File: src/rtl/ps2_pkg.sv
// Shared PS/2 definitions: transmitter state encoding, error causes, command bytes
// and the host-to-device frame builder.
package ps2_pkg;

   typedef enum logic [2:0] {
      ST_IDLE      = 3'd0,
      ST_INHIBIT   = 3'd1,
      ST_REQ       = 3'd2,
      ST_SEND      = 3'd3,
      ST_ACK       = 3'd4,
      ST_WAIT_IDLE = 3'd5,
      ST_DONE      = 3'd6,
      ST_ERR       = 3'd7
   } ps2_state_e;

   localparam logic [1:0] PS2_ERR_NONE     = 2'd0;
   localparam logic [1:0] PS2_ERR_START_TO = 2'd1;
   localparam logic [1:0] PS2_ERR_XFER_TO  = 2'd2;
   localparam logic [1:0] PS2_ERR_NO_ACK   = 2'd3;

   localparam logic [7:0] PS2_CMD_SET_LED = 8'hED;
   localparam logic [7:0] PS2_CMD_ENABLE  = 8'hF4;
   localparam logic [7:0] PS2_CMD_RESET   = 8'hFF;
   localparam logic [7:0] PS2_RSP_ACK     = 8'hFA;

   // Bits in line order from index 0: data LSB first, odd parity, stop.
   function automatic logic [9:0] ps2_frame(input logic [7:0] d);
      return {1'b1, ~^d, d};
   endfunction

endpackage

File: src/rtl/ps2_line_sync.sv
// PS/2 line conditioner: 2-flop synchronizer, stability filter and falling-edge pulse.
// Filtered output lags the pin by 2 + FILT_CYC cycles; fall_o is registered, no backpressure.
module ps2_line_sync #(
   parameter int FILT_CYC = 8
) (
   input  logic clk,
   input  logic rst_n,
   input  logic line_i,
   output logic filt_o,
   output logic fall_o
);

   localparam int CW = (FILT_CYC < 1) ? 1 : $clog2(FILT_CYC + 1);

   logic [1:0]    sync_q;
   logic          filt_q, filt_d;
   logic [CW-1:0] cnt_q, cnt_d;
   logic          fall_q;

   // The counter only runs while the synchronized level disagrees with the filtered one,
   // so it tops out at FILT_CYC-1 and can never wrap.
   always_comb begin
      filt_d = filt_q;
      cnt_d  = '0;
      if (sync_q[1] != filt_q) begin
         if (cnt_q == CW'(FILT_CYC - 1)) begin
            filt_d = sync_q[1];
         end else begin
            cnt_d = cnt_q + CW'(1);
         end
      end
   end

   always_ff @(posedge clk or negedge rst_n) begin
      if (!rst_n) begin
         sync_q <= 2'b11;
         filt_q <= 1'b1;
         cnt_q  <= '0;
         fall_q <= 1'b0;
      end else begin
         sync_q <= {sync_q[0], line_i};
         filt_q <= filt_d;
         cnt_q  <= cnt_d;
         fall_q <= filt_q & ~filt_d;
      end
   end

   assign filt_o = filt_q;
   assign fall_o = fall_q;

endmodule

File: src/rtl/ps2_host_tx.sv
// Host-to-device PS/2 transmitter: inhibit, request-to-send, clock out 11-bit frame, check ack.
// First bit changes >= INHIBIT_CYC+1 cycles after accept; tx_ready low while busy, no queueing.
module ps2_host_tx
   import ps2_pkg::*;
#(
   parameter int CLK_HZ       = 50000000,
   parameter int INHIBIT_CYC  = 6000,
   parameter int START_TO_CYC = 750000,
   parameter int XFER_TO_CYC  = 100000,
   parameter int FILT_CYC     = 8
) (
   input  logic       clk,
   input  logic       reset,
   input  logic       ps2_clk_in,
   input  logic       ps2_data_in,
   output logic       ps2_clk_drv_low,
   output logic       ps2_data_drv_low,
   input  logic [7:0] tx_data,
   input  logic       tx_valid,
   output logic       tx_ready,
   output logic       busy,
   output logic       tx_done,
   output logic       tx_error,
   output logic [1:0] err_code
);

   localparam int unused_clk_hz = CLK_HZ;
   localparam int TMAX_A = (INHIBIT_CYC > START_TO_CYC) ? INHIBIT_CYC : START_TO_CYC;
   localparam int TMAX   = (TMAX_A > XFER_TO_CYC) ? TMAX_A : XFER_TO_CYC;
   localparam int TW     = $clog2(TMAX + 1);

   ps2_state_e    state_q, state_d;
   logic [TW-1:0] timer_q, timer_d;
   logic [9:0]    shift_q, shift_d;
   logic [3:0]    idx_q, idx_d;
   logic [1:0]    err_q, err_d;

   logic clk_f, clk_fall, data_f;
   logic unused_data_fall;
   logic xfer_exp;

   ps2_line_sync #(.FILT_CYC(FILT_CYC)) u_clk_sync (
      .clk    (clk),
      .rst_n  (reset),
      .line_i (ps2_clk_in),
      .filt_o (clk_f),
      .fall_o (clk_fall)
   );

   ps2_line_sync #(.FILT_CYC(FILT_CYC)) u_data_sync (
      .clk    (clk),
      .rst_n  (reset),
      .line_i (ps2_data_in),
      .filt_o (data_f),
      .fall_o (unused_data_fall)
   );

   assign xfer_exp = (timer_q == TW'(XFER_TO_CYC - 1));

   always_comb begin
      state_d          = state_q;
      timer_d          = (timer_q == TW'(TMAX)) ? timer_q : timer_q + TW'(1);
      shift_d          = shift_q;
      idx_d            = idx_q;
      err_d            = err_q;
      ps2_clk_drv_low  = 1'b0;
      ps2_data_drv_low = 1'b0;
      tx_done          = 1'b0;
      tx_error         = 1'b0;

      case (state_q)
         ST_IDLE: begin
            timer_d = '0;
            if (tx_valid) begin
               shift_d = ps2_frame(tx_data);
               idx_d   = '0;
               state_d = ST_INHIBIT;
            end
         end
         ST_INHIBIT: begin
            // Device clock edges are ignored here: the host owns the bus while inhibiting.
            ps2_clk_drv_low = 1'b1;
            if (timer_q == TW'(INHIBIT_CYC - 1)) begin
               ps2_data_drv_low = 1'b1;
               timer_d          = '0;
               state_d          = ST_REQ;
            end
         end
         ST_REQ: begin
            ps2_data_drv_low = 1'b1;
            if (timer_q == TW'(START_TO_CYC - 1)) begin
               err_d   = PS2_ERR_START_TO;
               state_d = ST_ERR;
            end else if (clk_fall) begin
               idx_d   = '0;
               timer_d = '0;
               state_d = ST_SEND;
            end
         end
         ST_SEND: begin
            ps2_data_drv_low = ~shift_q[idx_q];
            if (xfer_exp) begin
               err_d   = PS2_ERR_XFER_TO;
               state_d = ST_ERR;
            end else if (clk_fall) begin
               if (idx_q == 4'd9) begin
                  state_d = ST_ACK;
               end else begin
                  idx_d = idx_q + 4'd1;
               end
            end
         end
         ST_ACK: begin
            if (xfer_exp) begin
               err_d   = PS2_ERR_XFER_TO;
               state_d = ST_ERR;
            end else if (clk_fall) begin
               if (!data_f) begin
                  state_d = ST_WAIT_IDLE;
               end else begin
                  err_d   = PS2_ERR_NO_ACK;
                  state_d = ST_ERR;
               end
            end
         end
         ST_WAIT_IDLE: begin
            if (xfer_exp) begin
               err_d   = PS2_ERR_XFER_TO;
               state_d = ST_ERR;
            end else if (clk_f && data_f) begin
               state_d = ST_DONE;
            end
         end
         ST_DONE: begin
            tx_done = 1'b1;
            state_d = ST_IDLE;
         end
         ST_ERR: begin
            tx_error = 1'b1;
            state_d  = ST_IDLE;
         end
         default: state_d = ST_IDLE;
      endcase
   end

   always_ff @(posedge clk or negedge reset) begin
      if (!reset) begin
         state_q <= ST_IDLE;
         timer_q <= '0;
         shift_q <= '0;
         idx_q   <= '0;
         err_q   <= PS2_ERR_NONE;
      end else begin
         state_q <= state_d;
         timer_q <= timer_d;
         shift_q <= shift_d;
         idx_q   <= idx_d;
         err_q   <= err_d;
      end
   end

   assign tx_ready = (state_q == ST_IDLE);
   assign busy     = ~tx_ready;
   assign err_code = err_q;

endmodule
File: config.mk
export PLATFORM = sky130hd
export DESIGN_NAME = ps2_host_tx
export DESIGN_NICKNAME = d
export VERILOG_FILES = /design/src/rtl/ps2_pkg.sv /design/src/rtl/ps2_line_sync.sv /design/src/rtl/ps2_host_tx.sv
export SDC_FILE = /design/constraint.sdc
export NUM_CORES = 1
export LEC_CHECK = 0
export CORE_MARGIN = 2
export CORE_UTILIZATION = 30
export CTS_BUF_LIST = sky130_fd_sc_hd__clkbuf_8
export DETAILED_ROUTE_END_ITERATION = 7
export PLACE_DENSITY_LB_ADDON = 0.15
export SYNTH_ARGS = -nofsm -noshare
export SYNTH_HDL_FRONTEND = slang
export SYNTH_SLANG_ARGS = --single-unit
File: constraint.sdc
create_clock -name clk -period 3.03 [get_ports clk]
set_input_delay 0.606 -clock clk [delete_from_list [all_inputs] [get_ports clk]]
set_output_delay 0.606 -clock clk [all_outputs]
set_load 0.005 [all_outputs]
# Yosys cells after proc, flatten, opt, wreduce, memory -nomap -nowiden

Cells that the tools add are included.

Bits in registers: 54
Input port bits: 13
Output and inout port bits: 8
Word-level logic and storage cells: 108

Add/sub/neg operators: 4
Magnitude comparators: 1
Eq/ne operators: 31
Mux-type cells: 44
Bitwise operators: 4
Reduce and logical (&&, ||, !) cells: 12

Operators with widths:

| cell                  | number |
|---|---|
| $mux 20               | 4 |
| $pmux 20 s3           | 1 |
| $eq 20x20->1 const B  | 2 |
| $mux 4                | 10 |
| $mux 3                | 11 |
| $pmux 3 s7            | 1 |
| $add 20x1->20 const B | 1 |
| $eq 20x13->1 const B  | 1 |
| $eq 20x17->1 const B  | 1 |
| $reduce_and 7->1      | 2 |
| $add 4x1->4 const B   | 3 |
| $eq 3x3->1 const B    | 4 |
| $mux 2                | 6 |
| $ne 2x2->1 const B    | 6 |
| $ne 3x2->1 const B    | 4 |
| $pmux 4 s3            | 1 |
| $eq 4x3->1 const B    | 2 |
| $reduce_xnor 8->1     | 1 |
| $mux 1                | 7 |
| $eq 3x2->1 const B    | 2 |
| $ne 2x1->1 const B    | 3 |
| $ne 3x3->1 const B    | 2 |
| $pmux 2 s3            | 1 |
| $reduce_bool 3->1     | 2 |
| 13 further kinds      | 18 |

# Depth between registers and ports, before layout

Gate-level depths: netlist of the first run.

Depth after elaboration: 5
Mapped depth: 9
Mapped depth without buffers: 8

# Cells and area by module

A second synthesis of the first run with hierarchy kept.

Cell total of the unflattened synthesis: 282
Area, all modules: 2920.3 um^2

Modules (own cells, without submodules):

| module        | times used | cells each | area an instance (um^2) |
|---|---|---|---|
| ps2_host_tx   | 1          | 240        | 2297.2 |
| ps2_line_sync | 2          | 21         | 311.5 |

# Least setup slack after synthesis of the first run

No wires, ideal clock.

Path type: register to output
From: register idx_q[0]
To: output port ps2_data_drv_low
Data arrival time: 1.571 ns
Slack: 0.853 ns
Cell stages (with the launch flop): 7
Cells stage by stage: dfrtp_1 clkbuf_1 mux4_2 mux2i_1 nor3_1 o21ai_1 o2bb2ai_1

Word-level cells in the longest chain between the ends: 4

RTL lines:

| item                         | line               | source |
|---|---|---|
| from (decl)                  | ps2_host_tx.sv:35  | `logic [3:0] idx_q, idx_d;` |
| from (signal assigned)       | ps2_host_tx.sv:157 | `idx_q <= idx_d;` |
| $bmux 1 s4                   | ps2_host_tx.sv:101 | `ps2_data_drv_low = ~shift_q[idx_q];` |
| $mux 1 (not written as such) | ps2_host_tx.sv:101 |  |
| $not 1->1                    | ps2_host_tx.sv:101 |  |
| $pmux 1 s3                   | ps2_host_tx.sv:71  | `case (state_q)` |
| to (decl)                    | ps2_host_tx.sv:17  | `output logic ps2_data_drv_low,` |

Every way passes these cells. The select of a mux whose other input is x is not followed.

# Final worst setup path of the first run

From: register timer_q[14]
To: output port ps2_data_drv_low

Word-level cells in the longest chain between the ends: 3

RTL lines:

| item                   | line               | source |
|---|---|---|
| from (decl)            | ps2_host_tx.sv:33  | `logic [TW-1:0] timer_q, timer_d;` |
| from (signal assigned) | ps2_host_tx.sv:155 | `timer_q <= timer_d;` |
| $eq 20x13->1           | ps2_host_tx.sv:83  | `if (timer_q == TW'(INHIBIT_CYC - 1)) begin` |
| $mux 1                 | ps2_host_tx.sv:83  |  |
| $pmux 1 s3             | ps2_host_tx.sv:71  |  |

Every way passes these cells.

==> results.sh, run 1 <==
export IMPL_power_switching_uw=683.1
export IMPL_drv_cap=0
export IMPL_hold_ws_ns=0.2180
export IMPL_crit_arrival_ns=2.30
export IMPL_cts_tree="yes"
export IMPL_core_area_um2=9240
export IMPL_worstHoldPathType="in -> async"
export IMPL_synthesis_area_um2=2858
export IMPL_slew_headroom=0.6978
export IMPL_first_global_vias=2024
export IMPL_synth_top_cell_by_area="dfrtp_1"
export IMPL_setup_viol=0
export IMPL_die_area_um2=10320
export IMPL_p_seq_frac=0.517
export IMPL_tightest_slew_ns=0.4419
export IMPL_cts_htree_levels=2
export IMPL_internal_power_uw=1403
export IMPL_cp_end_kind="primary output"
export IMPL_wirelength_met1_um=2816
export IMPL_postLayoutCoreUtil=0.3617
export IMPL_nets=324
export IMPL_grt_max_degree=21
export IMPL_hold_viol=0
export IMPL_wl_met3_um=166
export IMPL_critical_path_class="reg -> out"
export IMPL_fin_crit_sh=0.9605
export IMPL_yosys_warnings=0
export IMPL_antenna_found_initial=0
export IMPL_wl_per_cell_um=13.10
export IMPL_fillerInstances=938
export IMPL_synth_edff_count=0
export IMPL_clk_pin_slew_ns=0.10
export IMPL_slew_violations=0
export IMPL_floorplan_initialDensity=0.3093
export IMPL_dr_total_vias=2009
export IMPL_ant_nets=0
export IMPL_cts_hold_buf=0
export IMPL_clockPowerShare=0.202
export IMPL_outcome="finished, final reports clean"
export IMPL_ys_async_sr_fraction=1.000
export IMPL_gp_congestion=0.7544
export IMPL_die_h_um=101.6
export IMPL_ys_top_cells_by_area="dfrtp_1 42%, dfstp_2 5.5%, xnor2_1 5.2%"
export IMPL_p_leak_uw=0.001459
export IMPL_io_buffers=20
export IMPL_cts_buffers=5
export IMPL_route_detailed_drc=0
export IMPL_cts_root_buffer="clkbuf_8"
export IMPL_wl_met2_um=2654
export IMPL_critical_path_startpoint_type="flip-flop"
export IMPL_grt_overflow=0
export IMPL_syn_inst=281
export IMPL_grt_pass1_wl_um=9963
export IMPL_clock_skew_ns=0.01083
export IMPL_clock_sinks=54
export IMPL_drt_first_pass_iters=4
export IMPL_initialDrtViolationCount=78
export IMPL_die_x_um=101.6
export IMPL_yosysSeqAreaShare=0.4755
export IMPL_wl_um=5697
export IMPL_antenna_cells=0
export IMPL_fin_setup_tns_ns=0
export IMPL_routed_via_density=4.618
export IMPL_ir_worst_vdd_uv=179.8
export IMPL_ys_ff_latch=54
export IMPL_fp_row_count=35
export IMPL_achievable_frequency_mhz=343.6
export IMPL_hpwl_um=4135
export IMPL_synth_fp_nets=300
export IMPL_period_needed_ns=2.910
export IMPL_synth_top_area_frac=0.4203
export IMPL_clk_path_buf_depth=2
export IMPL_syn_to_final_growth_pct=16.94
export IMPL_avgSynthCellArea_um2=10.17
export IMPL_drive_gt1_frac=0.1307
export IMPL_power_density_nw_per_um2=624.2
export IMPL_switching_share=0.3275
export IMPL_io_pins=21
export IMPL_synthFlopType="dfrtp_1"
export IMPL_grt_usage=0.1213
export IMPL_crit_required_ns=2.42
export IMPL_top_layer_used="met4"
export IMPL_comb_power_share=0.282
export IMPL_synth_distinct_cells=54
export IMPL_cp_max_fo=4
export IMPL_clk_latency_ns=0.31
export IMPL_rsz0062_at_grt="false"
[cells in the mapped netlist (4+ instances only)]
master	instances
dfrtp_1	48
nor2_1	36
nand2_1	20
xnor2_1	17
nand3_1	13
xor2_1	12
a21oi_1	11
mux2_1	10
and3_1	7
clkbuf_1	7
inv_1	7
nor3_1	7
dfstp_2	6
ha_1	6
mux2i_1	6
nor2b_1	6
nor3b_1	5
nand4_1	4
[power groups by stage]
| stage | registers [uW] | logic, uW | clock network (uW) |
|---|---|---|---|
| 6_report | 1080 | 587 | 421 |
| 5_1_grt | 1110 | 667 | 481 |
| 4_1_cts | 1080 | 581 | 441 |
| 3_5_place_dp | 1100 | 564 | 0 |
| 3_3_place_gp | 1100 | 565 | 0 |
| 2_1_floorplan | 1020 | 463 | 0 |
[worst max-delay path, cell delays in order (launching register included)]
cell and delay (ns):
dfrtp_1 0.44, nor4_2 0.31, nand3_2 0.16, or3_4 0.43, o2bb2ai_1 0.14, clkdlybuf4s50_1 0.52
[metal layers]
layer / GRT usage / up-vias
li1: - / 1018
met1: 0.1649 / 959
met2: 0.1953 / 26
met3: 0.02553 / 6
met4: 0.03430 / 0
met5: 0 / -
[stage by stage]
step / instance area, um2 / worst slack [ns] / power, uW / instances
2_1_floorplan: 2858 / 0.8526 / 1487 / 281
3_3_place_gp: 3211 / 0.3052 / 1664 / 425
3_5_place_dp: 3211 / 0.2430 / 1661 / 425
4_1_cts: 3327 / 0.01861 / 2102 / 434
5_1_grt: 3342 / 0.001747 / 2257 / 435
6_report: 3342 / 0.1196 / 2086 / 435
[layout by cell type, fill, tap and decap left out, drive strengths merged, types with 2 or more instances in the layout]
cell type and instances:
mux2i 6, and3 8, nand2b 3, mux2 14, or3b 3, dfrtp 48
clkdlybuf4s50 19, a31oi 2, dfstp 6, nor2b 6, and2b 2, nand2 20
clkbuf 6, inv 9, o21ai 5, nand4 4, or3 2, and2 2
nor3 7, nor4 2, nand3 13, xor2 12, a21oi 12, ha 6
nor2 36, nor3b 5, buf 8, nor4b 2, or2 2, xnor2 17
nand3b 3
[final timing paths]
kind                                   endpoint  slack (ns)            startpoint  cells past startpoint
max reg2reg                         err_code[1]        0.68            timer_q[6]                      6
max                            ps2_data_drv_low        0.12           timer_q[14]                      5
min in group clk           u_clk_sync.sync_q[1]        0.36  u_clk_sync.sync_q[0]                      0
min reg2reg                u_clk_sync.sync_q[1]        0.36  u_clk_sync.sync_q[0]                      0
min                                  timer_q[7]        0.22                 reset                      1
max in group asynchronous     u_clk_sync.filt_o        2.14                 reset                      2
[cell families (layout without fill, tap and decap cells)]
| family | count (synthesis) | count (layout) | synth area share |
|---|---|---|---|
| buffers and inverters | 18 | 43 | 0.02496 |
| and+or+nand+nor | 124 | 124 | 0.2303 |
| AOI/OAI and AO/OA | 29 | 29 | 0.06743 |
| xor gates and xnor gates | 29 | 29 | 0.08888 |
| muxes | 21 | 21 | 0.08669 |
| DFF | 54 | 54 | 0.4755 |
| adders and majority gates | 6 | 6 | 0.02627 |
[timing repair]
item                                    CTS  global route
endpoints found under the setup margin    1             1
pin swaps                                 0             1
gates resized for setup                   4             3
setup buffers                             1             1
[state kept, by name (all words and copies together) (netlist names)]
| name | cells |
|---|---|
| timer_q | 20 |
| shift_q | 10 |
| idx_q | 4 |
| u_clk_sync.cnt_q | 4 |
| u_data_sync.cnt_q | 4 |
| state_q | 3 |
| err_code | 2 |
| u_clk_sync.sync_q | 2 |
| u_data_sync.sync_q | 2 |
| u_clk_sync.fall_o | 1 |
| u_clk_sync.filt_o | 1 |
| u_data_sync.filt_o | 1 |
[layout make-up]
class / count / area [um2] / area share
Clock buffer: 6 / 82.58 / 0.02471
Inverter: 8 / 30.03 / 0.008985
Sequential cell: 54 / 1360 / 0.4070
Timing Repair Buffer: 27 / 247.7 / 0.07413
Clock inverter: 2 / 8.758 / 0.002621
Multi-Input combinational cell: 209 / 1451 / 0.4343
Tap cell: 129 / 161.4 / 0.04830
Note: power is estimated with default switching activity, not from simulation.
==> run 2, diff against run 1 <==
clock period = 3.5 ns   (was 3.03 ns; I/O delays follow)
==> results.sh, run 2 (same netlist as run 1, synthesis figures left out) <==
export IMPL_postLayoutCoreUtil=0.3559
export IMPL_io_pins=21
export IMPL_p_leak_uw=0.001436
export IMPL_top_register="timer_q"
export IMPL_clock_skew_ns=0.01852
export IMPL_wl_met3_um=114
export IMPL_fin_area_um2=3288
export IMPL_cts_hold_buf=0
export IMPL_rsz0062_at_grt="false"
export IMPL_initialDrtViolationCount=47
export IMPL_io_buffers=20
export IMPL_ant_nets=0
export IMPL_largest_reg_flops=20
export IMPL_drt_first_pass_iters=7
export IMPL_layout_common_cells="48 x dfrtp_1, 36 x nor2_1, 20 x nand2_1, 19 x clkdlybuf4s50_1, 17 x xnor2_1"
export IMPL_floorplan_initialDensity=0.3093
export IMPL_routed_via_density=4.647
export IMPL_grt_max_degree=36
export IMPL_period_needed_ns=3.229
export IMPL_grt_pass1_wl_um=9998
export IMPL_hpwl_um=4088
export IMPL_tightest_slew_ns=0.5526
export IMPL_clk_latency_ns=0.32
export IMPL_cp_end_kind="primary output"
export IMPL_worstHoldPathType="in -> async"
export IMPL_grt_usage=0.1210
export IMPL_clock_sinks=54
export IMPL_crit_required_ns=2.80
export IMPL_power_density_nw_per_um2=544.7
export IMPL_gp_congestion=0.7348
export IMPL_wl_met2_um=2588
export IMPL_achievable_frequency_mhz=309.7
export IMPL_rr_startpoint="timer_q[6]"
export IMPL_syn_to_final_growth_pct=15.06
export IMPL_cp_max_fo=5
export IMPL_cts_tree="yes"
export IMPL_fp_row_count=35
export IMPL_drv_cap=0
export IMPL_slew_headroom=0.6316
export IMPL_die_area_um2=10320
export IMPL_die_h_um=101.6
export IMPL_dr_total_vias=1998
export IMPL_critical_path_class="reg -> out"
export IMPL_worstSetupStartpoint="timer_q[1]"
export IMPL_nets=319
export IMPL_wirelength_met1_um=2891
export IMPL_cts_root_buffer="clkbuf_8"
export IMPL_cts_resized=0
export IMPL_drive_gt1_frac=0.09967
export IMPL_wl_per_cell_um=13.17
export IMPL_slew_violations=0
export IMPL_antenna_cells=0
export IMPL_clk_path_buf_depth=2
export IMPL_cts_htree_levels=2
export IMPL_postPlaceCellArea_um2=3188
export IMPL_fin_crit_sh=0.9225
export IMPL_top_layer_used="met4"
export IMPL_clk_pin_slew_ns=0.10
export IMPL_die_x_um=101.6
export IMPL_r2r_slack_ns=1.18
export IMPL_crit_arrival_ns=2.53
export IMPL_grt_overflow=0
export IMPL_setup_viol=0
export IMPL_antenna_found_initial=0
export IMPL_route_detailed_drc=0
export IMPL_final_common_cell="dfrtp_1"
export IMPL_fin_setup_tns_ns=0
export IMPL_wl_um=5661
export IMPL_core_area_um2=9240
export IMPL_first_global_vias=2049
export IMPL_hold_viol=0
export IMPL_cts_setup_buffers=0
export IMPL_cts_buffers=5
export IMPL_critical_path_startpoint_type="flip-flop"
export IMPL_ir_worst_vdd_uv=178.5
export IMPL_reg_largest_list="timer_q x20, shift_q x10"
export IMPL_outcome="finished, final reports clean"
[run 2: worst max-delay path, stage by stage (launching register included)]
cell and delay, ns:
dfrtp_1 0.41, ha_1 0.22, and3_1 0.26, nand3_1 0.17, or3_1 0.47, o2bb2ai_1 0.17, clkdlybuf4s50_1 0.53
[run 2: cell type report]
type | instances | area [um2]
sequential | 54 | 1359
clock inverter | 2 | 17.52
tap | 129 | 161.4
timing repair buffer | 22 | 210.2
inverter | 8 | 30.03
fill | 947 | 5952
multi-input combinational | 209 | 1428
clock buffer | 6 | 82.58
[run 2: path summary, 6_finish.rpt]
kind	endpoint	cells after the start
hold reg to reg	u_clk_sync.sync_q[1]	0
min in group clk	u_clk_sync.sync_q[1]	0
max in group asynchronous	u_clk_sync.filt_o	2
hold / removal	timer_q[17]	1
setup reg to reg	err_code[1]	6
setup / recovery	ps2_data_drv_low	6
[run 2: stage by stage]
| step | std cells | hold slack [ns] | setup WS, ns | total power (uW) |
|---|---|---|---|---|
| after floorplan | 281 | 0.3452 | 1.229 | 1287 |
| after global placement | 422 | 0.3453 | 0.6657 | 1423 |
| after detailed placement | 422 | 0.3468 | 0.6297 | 1425 |
| after CTS | 430 | 0.3410 | 0.2794 | 1820 |
| after global routing | 430 | 0.3508 | 0.1177 | 1936 |
| final | 430 | 0.3344 | 0.2711 | 1791 |
[run 2: per-layer routing]
| metal | global-route usage | up-vias |
|---|---|---|
| met2 | 0.1872 | 21 |
| met3 | 0.02484 | 7 |
| met5 | 0 | - |
| li1 | - | 1003 |
| met1 | 0.1699 | 967 |
| met4 | 0.03742 | 0 |
[run 2: power breakdown]
part | total (uW) | leakage (uW) | switching [uW] | internal (uW)
sequential | 967 | 0.000692 | 182 | 785
combinational | 442 | 0.000692 | 197 | 245
clock | 382 | 0.0000514 | 219 | 164
